--- src/rtl/hilo_md_ctrl.sv ---
// hilo_md_ctrl: multi-cycle multiply/divide sequencer for the EX stage and the
// sole producer of computed HI/LO values. MULT/MULTU use a shift-add loop and
// DIV/DIVU use a restoring loop, each running ITER iterations. MTHI/MTLO
// complete in one cycle with no stall.
// Ports:
//   clk, rst          clock and synchronous active-high reset
//   flush             aborts any operation and masks write enables
//   stall_i           EX held by a later stage; holds results in DONE
//   op_i              0 none,1 MULT,2 MULTU,3 DIV,4 DIVU,5 MTHI,6 MTLO,7 none
//   src1_i, src2_i    rs / rt operands
//   stallreq_o        combinational EX stall request
//   busy_o            sequencer not idle
//   hi_we_o, lo_we_o  HI/LO write enables
//   hi_o, lo_o        HI/LO write data
module hilo_md_ctrl #(
  parameter int unsigned ITER = 32
) (
  input  logic        clk,
  input  logic        rst,
  input  logic        flush,
  input  logic        stall_i,
  input  logic [2:0]  op_i,
  input  logic [31:0] src1_i,
  input  logic [31:0] src2_i,
  output logic        stallreq_o,
  output logic        busy_o,
  output logic        hi_we_o,
  output logic        lo_we_o,
  output logic [31:0] hi_o,
  output logic [31:0] lo_o
);

  localparam int unsigned CW = $clog2(ITER);
  localparam logic [2:0] OP_MULT  = 3'd1;
  localparam logic [2:0] OP_MULTU = 3'd2;
  localparam logic [2:0] OP_DIV   = 3'd3;
  localparam logic [2:0] OP_DIVU  = 3'd4;
  localparam logic [2:0] OP_MTHI  = 3'd5;
  localparam logic [2:0] OP_MTLO  = 3'd6;

  typedef enum logic [1:0] {S_IDLE, S_CALC, S_FIX, S_DONE} state_t;

  state_t       r_state, w_next;
  logic [CW-1:0] r_cnt;
  logic [63:0]  r_acc;      // product accumulator or remainder
  logic [31:0]  r_quo;
  logic [31:0]  r_mag1;     // multiplicand / dividend magnitude
  logic [31:0]  r_mag2;     // multiplier / divisor magnitude
  logic [31:0]  r_raw1;     // unmodified src1 for the divide-by-zero result
  logic         r_is_div;
  logic         r_neg_res;  // negate product / quotient
  logic         r_neg_rem;  // remainder follows the dividend sign
  logic         r_div0;
  logic [31:0]  r_hi, r_lo;

  logic         w_is_md, w_signed, w_start;
  logic [31:0]  w_abs1, w_abs2;
  logic [63:0]  w_mul_acc, w_rem_sh, w_rem_nxt, w_prod;
  logic         w_ge;
  logic [31:0]  w_quo_f, w_rem_f, w_fix_hi, w_fix_lo;

  assign w_is_md  = (op_i == OP_MULT) || (op_i == OP_MULTU) ||
                    (op_i == OP_DIV)  || (op_i == OP_DIVU);
  assign w_signed = (op_i == OP_MULT) || (op_i == OP_DIV);
  assign w_start  = (r_state == S_IDLE) && w_is_md && !flush;
  assign w_abs1   = (w_signed && src1_i[31]) ? 32'd0 - src1_i : src1_i;
  assign w_abs2   = (w_signed && src2_i[31]) ? 32'd0 - src2_i : src2_i;

  // One shift-add multiply step
  assign w_mul_acc = r_acc + (r_mag2[r_cnt] ? ({32'd0, r_mag1} << r_cnt) : 64'd0);

  // One restoring divide step, dividend bits consumed MSB-first
  assign w_rem_sh  = {r_acc[62:0], r_mag1[CW'(ITER - 1) - r_cnt]};
  assign w_ge      = (w_rem_sh >= {32'd0, r_mag2});
  assign w_rem_nxt = w_ge ? (w_rem_sh - {32'd0, r_mag2}) : w_rem_sh;

  // Sign fix-up and special cases
  assign w_prod  = r_neg_res ? (64'd0 - r_acc) : r_acc;
  assign w_quo_f = r_neg_res ? (32'd0 - r_quo) : r_quo;
  assign w_rem_f = r_neg_rem ? (32'd0 - r_acc[31:0]) : r_acc[31:0];

  always_comb begin
    w_fix_hi = w_prod[63:32];
    w_fix_lo = w_prod[31:0];
    if (r_is_div) begin
      if (r_div0) begin
        w_fix_hi = r_raw1;
        w_fix_lo = 32'hFFFF_FFFF;
      end else begin
        w_fix_hi = w_rem_f;
        w_fix_lo = w_quo_f;
      end
    end
  end

  // Next state and outputs
  always_comb begin
    w_next     = r_state;
    stallreq_o = 1'b0;
    hi_we_o    = 1'b0;
    lo_we_o    = 1'b0;
    hi_o       = r_hi;
    lo_o       = r_lo;
    case (r_state)
      S_IDLE: begin
        if (w_is_md) begin
          w_next     = S_CALC;
          stallreq_o = 1'b1;
        end else if (op_i == OP_MTHI) begin
          hi_we_o = 1'b1;
          hi_o    = src1_i;
        end else if (op_i == OP_MTLO) begin
          lo_we_o = 1'b1;
          lo_o    = src1_i;
        end
      end
      S_CALC: begin
        stallreq_o = 1'b1;
        if (r_cnt == CW'(ITER - 1)) w_next = S_FIX;
      end
      S_FIX: begin
        stallreq_o = 1'b1;
        w_next     = S_DONE;
      end
      S_DONE: begin
        hi_we_o = 1'b1;
        lo_we_o = 1'b1;
        if (!stall_i) w_next = S_IDLE;
      end
      default: w_next = S_IDLE;
    endcase
    // Flush wins over everything, including MTHI/MTLO and DONE writes
    if (flush) begin
      w_next     = S_IDLE;
      stallreq_o = 1'b0;
      hi_we_o    = 1'b0;
      lo_we_o    = 1'b0;
    end
  end

  assign busy_o = (r_state != S_IDLE);

  // State and datapath registers
  always_ff @(posedge clk) begin
    if (rst) begin
      r_state   <= S_IDLE;
      r_cnt     <= '0;
      r_acc     <= '0;
      r_quo     <= '0;
      r_mag1    <= '0;
      r_mag2    <= '0;
      r_raw1    <= '0;
      r_is_div  <= 1'b0;
      r_neg_res <= 1'b0;
      r_neg_rem <= 1'b0;
      r_div0    <= 1'b0;
      r_hi      <= '0;
      r_lo      <= '0;
    end else begin
      r_state <= w_next;
      if (w_start) begin
        r_cnt     <= '0;
        r_acc     <= '0;
        r_quo     <= '0;
        r_mag1    <= w_abs1;
        r_mag2    <= w_abs2;
        r_raw1    <= src1_i;
        r_is_div  <= (op_i == OP_DIV) || (op_i == OP_DIVU);
        r_neg_res <= w_signed && (src1_i[31] ^ src2_i[31]);
        r_neg_rem <= w_signed && src1_i[31];
        r_div0    <= (src2_i == 32'd0);
      end else if (r_state == S_CALC) begin
        r_cnt <= r_cnt + CW'(1);
        if (r_is_div) begin
          r_acc <= w_rem_nxt;
          r_quo <= {r_quo[30:0], w_ge};
        end else begin
          r_acc <= w_mul_acc;
        end
      end
      if ((r_state == S_FIX) && !flush) begin
        r_hi <= w_fix_hi;
        r_lo <= w_fix_lo;
      end
    end
  end

endmodule

--- config.mk ---
export PLATFORM = sky130hd
export DESIGN_NAME = hilo_md_ctrl
export DESIGN_NICKNAME = d
export VERILOG_FILES = /design/src/rtl/hilo_md_ctrl.sv
export SDC_FILE = /design/constraint.sdc
export NUM_CORES = 1
export LEC_CHECK = 0
export BUFFER_PORTS_ARGS = -buffer_cell sky130_fd_sc_hd__buf_2
export CAP_MARGIN = 30
export CORE_MARGIN = 2
export CORE_UTILIZATION = 45
export DETAILED_ROUTE_END_ITERATION = 6
export GPL_ROUTABILITY_DRIVEN = 1
export HOLD_SLACK_MARGIN = 0.12
export PLACE_DENSITY = 0.63
export SYNTH_ARGS = -nofsm -noshare
export SYNTH_HDL_FRONTEND = slang
export SYNTH_SLANG_ARGS = --single-unit
--- constraint.sdc ---
create_clock -name clk -period 8.1 [get_ports clk]
set_clock_uncertainty 0.15 [all_clocks]
set_input_delay 0.405 -clock clk [delete_from_list [all_inputs] [get_ports clk]]
set_output_delay 0.405 -clock clk [all_outputs]
set_load 0.01 [all_outputs]
# == Word-level counts from Yosys, hierarchy flattened ==
# Index checks and enable logic that the tools add are counted.
# totals
regBits,267
latch_bits,0
ram_bits,0
romBits,0
out_inout_bits,68
wordCells,99
memories,0
# classes
add_sub_neg,9
multipliers,0
div,0
magnitude_cmp,3
n_eq_ne,13
shifts,1
mux,39
bitwise,1
n_reduce_logical,20
# op_table
operator,n
$mux 32,15
$mux 64,4
$sub 1x32->32 const A,4
$add 64x64->64,1
$ge 64x32->1,1
$shl 32x5->64,1
$sub 1x64->64 const A,1
$sub 64x32->64,1
$logic_not 32->1,1
$lt 5x6->1 const B,2
$mux 1,11
$bmux 1 s5,2
$eq 3x3->1 const B,3
$pmux 2 s4,1
$eq 3x2->1 const B,2
$logic_and 1x1->1,6
$mux 2,3
$ne 2x2->1 const B,3
$pmux 1 s2,3
$reduce_or 2->1,3
$add 5x1->5 const B,1
$eq 5x5->1 const B,1
$logic_or 1x1->1,5
$sub 5x5->5 const A,1
other kinds (9),10

# == Logic depth before layout (Yosys ltp) ==
# depth
word_depth,7
depth_mapped,23
ltp_nobuf,19

# == Least setup slack after synthesis ==
# Ideal clock, no wire load.
# synth_timing
path_kind,reg2reg
from,reg r_cnt[0]
to,reg r_acc[60]
arrival_time_ns,5.448
t_required_ns,7.835
slack_ns,2.388
stages_incl_launch_ff,22
path_cell_list,dfxtp_1 -> buf_2 -> buf_1 -> buf_2 -> buf_2 -> mux4_2 -> mux2_2 -> o21ai_0 -> o22a_1 -> nor2_1 -> ha_1 -> clkbuf_1 -> a21o_1 -> a211oi_1 -> o211ai_1 -> a32o_1 -> a31oi_1 -> o32ai_1 -> o31a_1 -> a221oi_1 -> mux2i_1 -> a2111oi_0
# synth_between
elab_chain_cells,6
word_cells_on_any_way,12
# synth_rtl
element,line,text
start: declaration,44,logic [CW-1:0] r_cnt;
start signal: assignment,173,r_cnt <= r_cnt + CW'(1);
$sub 5x5->5,73,"assign w_rem_sh = {r_acc[62:0], r_mag1[CW'(ITER - 1) - r_cnt]};"
$bmux 1 s5,73,
$mux 1 (implied by the code),73,
$sub 64x32->64 / $ge 64x32->1 (equally long branches),"75, 74",
$mux 64,75,"assign w_rem_nxt = w_ge ? (w_rem_sh - {32'd0, r_mag2}) : w_rem_sh;"
$mux 64 *,174,if (r_is_div) begin
end signal: assignment,175,r_acc <= w_rem_nxt;
end signal: assignment,178,r_acc <= w_mul_acc;
end: declaration,45,logic [63:0] r_acc;
# Mark *: on every way between the ends. The rest lies on a longest branch, timed or not. The select of a mux whose other input is x is not followed.
# A chain may end at the register's enable or synchronous reset.

# == Worst setup path in the final report ==
# layout_timing
from,reg r_cnt[1]
to,reg r_acc[58]
# Same word-level chain as after synthesis.

==> metrics <==
critical path arrival about 7.3 ns; Die H 234.8 µm; critical setup path kind reg -> reg; layout net count roughly 3400; area post-placement 24950 µm²; Mapped Cells 3232; overall power 0.004520 W; largest net degree at the start of global routing 166; critical path startpoint category flip-flop; status finished with violations; vias in the first global route 23660; FF-to-FF Start r_cnt[1]$_SDFFE_PP0N_; Worst Path Required 8.48 ns; crit path cell chain buf_4 > mux4_2 > mux4_2 > nand2_1 > and2_0 > buf_4 > a211oi_1 > ha_1 > a21oi_1 > o21bai_1 > a211oi_1 > o2111ai_1 > a311oi_1 > nor2_1 > a31oi_1 > o21bai_1 > mux2i_1 > a211oi_1; Final Util 50.93%; CTS buffer count 30; area occupied by multi-input gates 17390 µm²; design area roughly 27000 µm²; Top Ports 139; leakage roughly 10 nW; gr usage total 34.96%; CTS sink count around 270; slowest cell delay on critical path between 0.7 and 0.8 ns; Longest Clk Path Bufs 3; largest area contributor in the netlist dfxtp_1; Reg clk slew, reported paths ~0.070 ns; hold path start op_i[2]; initial antenna violation count 3; DRC viols 1; count leader, synth nand2_1; Setup TNS 0 ns; Die X 234.8 µm; layout cells sized above 1 12.35%; share of the synthesized area in the top cell type roughly 22%; Crit-path slowest cell dfxtp_2; Pwr per Cell Area about 170 nW/µm²; Filler Cell Count 5173; GRT overflow 0; yosys warns 0; min-delay worst type in -> reg; H-tree levels 1; DR iter-0 viols 2769; first-pass GRT wire length 150000 µm; failing checks design-rule violations; peak supply drop around 0.00015 V; syn nets approximately 3400; Post-synth ARST share 0%; Max Freq 0.1439 GHz; Seq/Total Area, Yosys 22.21%; Relative slew margins a little under a third; core area 52660 µm²; Slew @ Worst Pin 1.041 ns; fin crit share 85.77%; CP endpoint kind flip-flop; 1st-pass router iterations 7; Top FF cell, synth dfxtp_1; CP most frequent cell a211oi_1; number of diodes 0; number of max-cap violations 0; Vias/cell 6.434; WL/cell between 20 and 30 µm; Area growth syn-to-layout 11.86%; tightest hold margin 0.2955 ns; Final Hold Viols 0; mean area per synthesized cell 7.418 µm²; DP HPWL a little under 80000 µm; Slew Viols, Final 0; Final Wtd Congestion about 1.1; Synth Cell Area 23980 µm²; clk_lat worst skew 0.61 ns; via count 25580; RSZ-0062 raised after global routing no; initial core utilization 45.53%; CTS root buffer clkbuf_16; Rows 84; Synth top cells by count nand2_1 (431), a21oi_1 (320), nor2_1 (269); crit path from r_cnt[1]$_SDFFE_PP0N_; Max Fanout on Critical Path 30; Routed Antenna Nets 0; Die ar. 55140 µm²; CTS tree built; largest cells by area after synthesis dfxtp_1 (22%), nand2_1 (6.7%), a21oi_1 (6.7%); PortBufs ~140; # setup viols final 0; Period minus WS final between 6 and 7 ns; Routed Wire Length between 100000 and 150000 µm; Post-synth EDFFs 0; Reg area 5335 µm²; count of different cell masters after synthesis 86; Yosys reg bits 266
critical path: cells and delay by family (launching register included):
family                     cells  cell delay, ns
and+or+nand+nor                3            1.27
adders and majority gates      1            0.45
AOI/OAI and AO/OA              9            2.38
muxes                          3            1.02
DFF                            1            0.73
buffers and inverters          2            0.83
routing by layer:
metal | GRT usage (%) | part of all wire, % | up-vias
li1 | - | - | 11770
met1 | 47.32 | 42 | 12340
met2 | 54.40 | 44 | 1238
met3 | 5.298 | 8.4 | 234
met4 | 16.88 | 5.5 | 4
met5 | 0 | 0.027 | -
final timing paths:
check	end	slack (ns)	cells past startpoint
worst max-delay path	r_acc[58]$_SDFFE_PP0N_	1.15	18
worst min-delay path	r_neg_res$_SDFFE_PP0P_	0.30	5
worst max register to register	r_acc[58]$_SDFFE_PP0N_	1.15	18
worst min register to register	r_lo[23]$_SDFFE_PP0P_	0.30	2
per-stage QoR:
| step | setup WS [ns] | std cells |
|---|---|---|
| after floorplan | 2.388 | 3232 |
| after global placement | 1.373 | 3842 |
| after detailed placement | 1.294 | 3843 |
| after CTS | 1.244 | 3974 |
| after global routing | 0.8568 | 3975 |
| final | 1.153 | 3975 |
layout by cell type (no fill, tap or decap), types with 8 or more instances in the layout:
| cell type | Yosys | layout |
|---|---|---|
| xnor2_1 | 166 | 166 |
| clkbuf_16 | 0 | 30 |
| and2_1 | 21 | 20 |
| nor2_1 | 269 | 267 |
| nand2_1 | 431 | 430 |
| inv_1 | 74 | 74 |
| dfxtp_1 | 266 | 260 |
| o41ai_1 | 18 | 18 |
| ha_1 | 106 | 105 |
| nand4_1 | 29 | 29 |
| a21o_1 | 50 | 50 |
| a221oi_1 | 13 | 13 |
| mux2_2 | 90 | 90 |
| o22ai_1 | 8 | 8 |
| buf_2 | 9 | 137 |
| o221ai_1 | 34 | 34 |
| a311oi_1 | 8 | 8 |
| nand3_1 | 45 | 45 |
| nand2b_1 | 26 | 24 |
| or2_2 | 15 | 15 |
| or4_1 | 29 | 29 |
| nor4_1 | 24 | 24 |
| a22oi_1 | 12 | 12 |
| and3_1 | 25 | 25 |
| nor2b_1 | 22 | 21 |
| o21bai_1 | 19 | 19 |
| xor2_1 | 118 | 118 |
| dlygate4sd3_1 | 0 | 75 |
| mux2i_1 | 65 | 65 |
| or3_1 | 46 | 46 |
| o21a_1 | 12 | 12 |
| mux4_2 | 32 | 32 |
| a21oi_1 | 320 | 320 |
| nor3_1 | 56 | 56 |
| o21ai_0 | 217 | 217 |
| o211ai_1 | 62 | 62 |
| a211oi_1 | 93 | 93 |
| buf_4 | 2 | 45 |
| o31ai_1 | 35 | 35 |
| a31oi_1 | 16 | 16 |
repair_timing:
action	CTS	global route
gates resized for setup	0	0
endpoints found under the hold margin	91	0
hold buffers	75	0
buffers inserted	0	0
flip-flops by register name, summed over array words and instances, names as in the netlist, 5 cells and up:
register  cells
r_acc        64
r_hi         32
r_lo         32
r_mag1       32
r_mag2       32
r_quo        32
r_raw1       31
r_cnt         5
power by group:
part	switching [W]	internal [W]	total (W)
Combinational	0.00101	0.000543	0.00155
Sequential	0.000105	0.00137	0.00147
Clock	0.000624	0.000876	0.00150
Total	0.00173	0.00279	0.00452
area by class of cell:
cell class	instances	share of cell area, %
multi-input combinational	2629	64.85
timing repair buffer	261	6.942
clock buffer	40	3.201
clock inverter	16	0.8491
tap	688	3.210
sequential	266	19.89
inverter	75	1.050
kinds of logic after synthesis:
| group | after synthesis | synth area share [%] |
|---|---|---|
| AOI/OAI and AO/OA | 990 | 26.20 |
| buffers and inverters | 337 | 5.391 |
| xor gates and xnor gates | 284 | 10.37 |
| adders and majority gates | 108 | 5.699 |
| muxes | 187 | 9.947 |
| and+or+nand+nor | 1060 | 20.18 |
| DFF | 266 | 22.21 |
(Power assumes the default switching activity.)
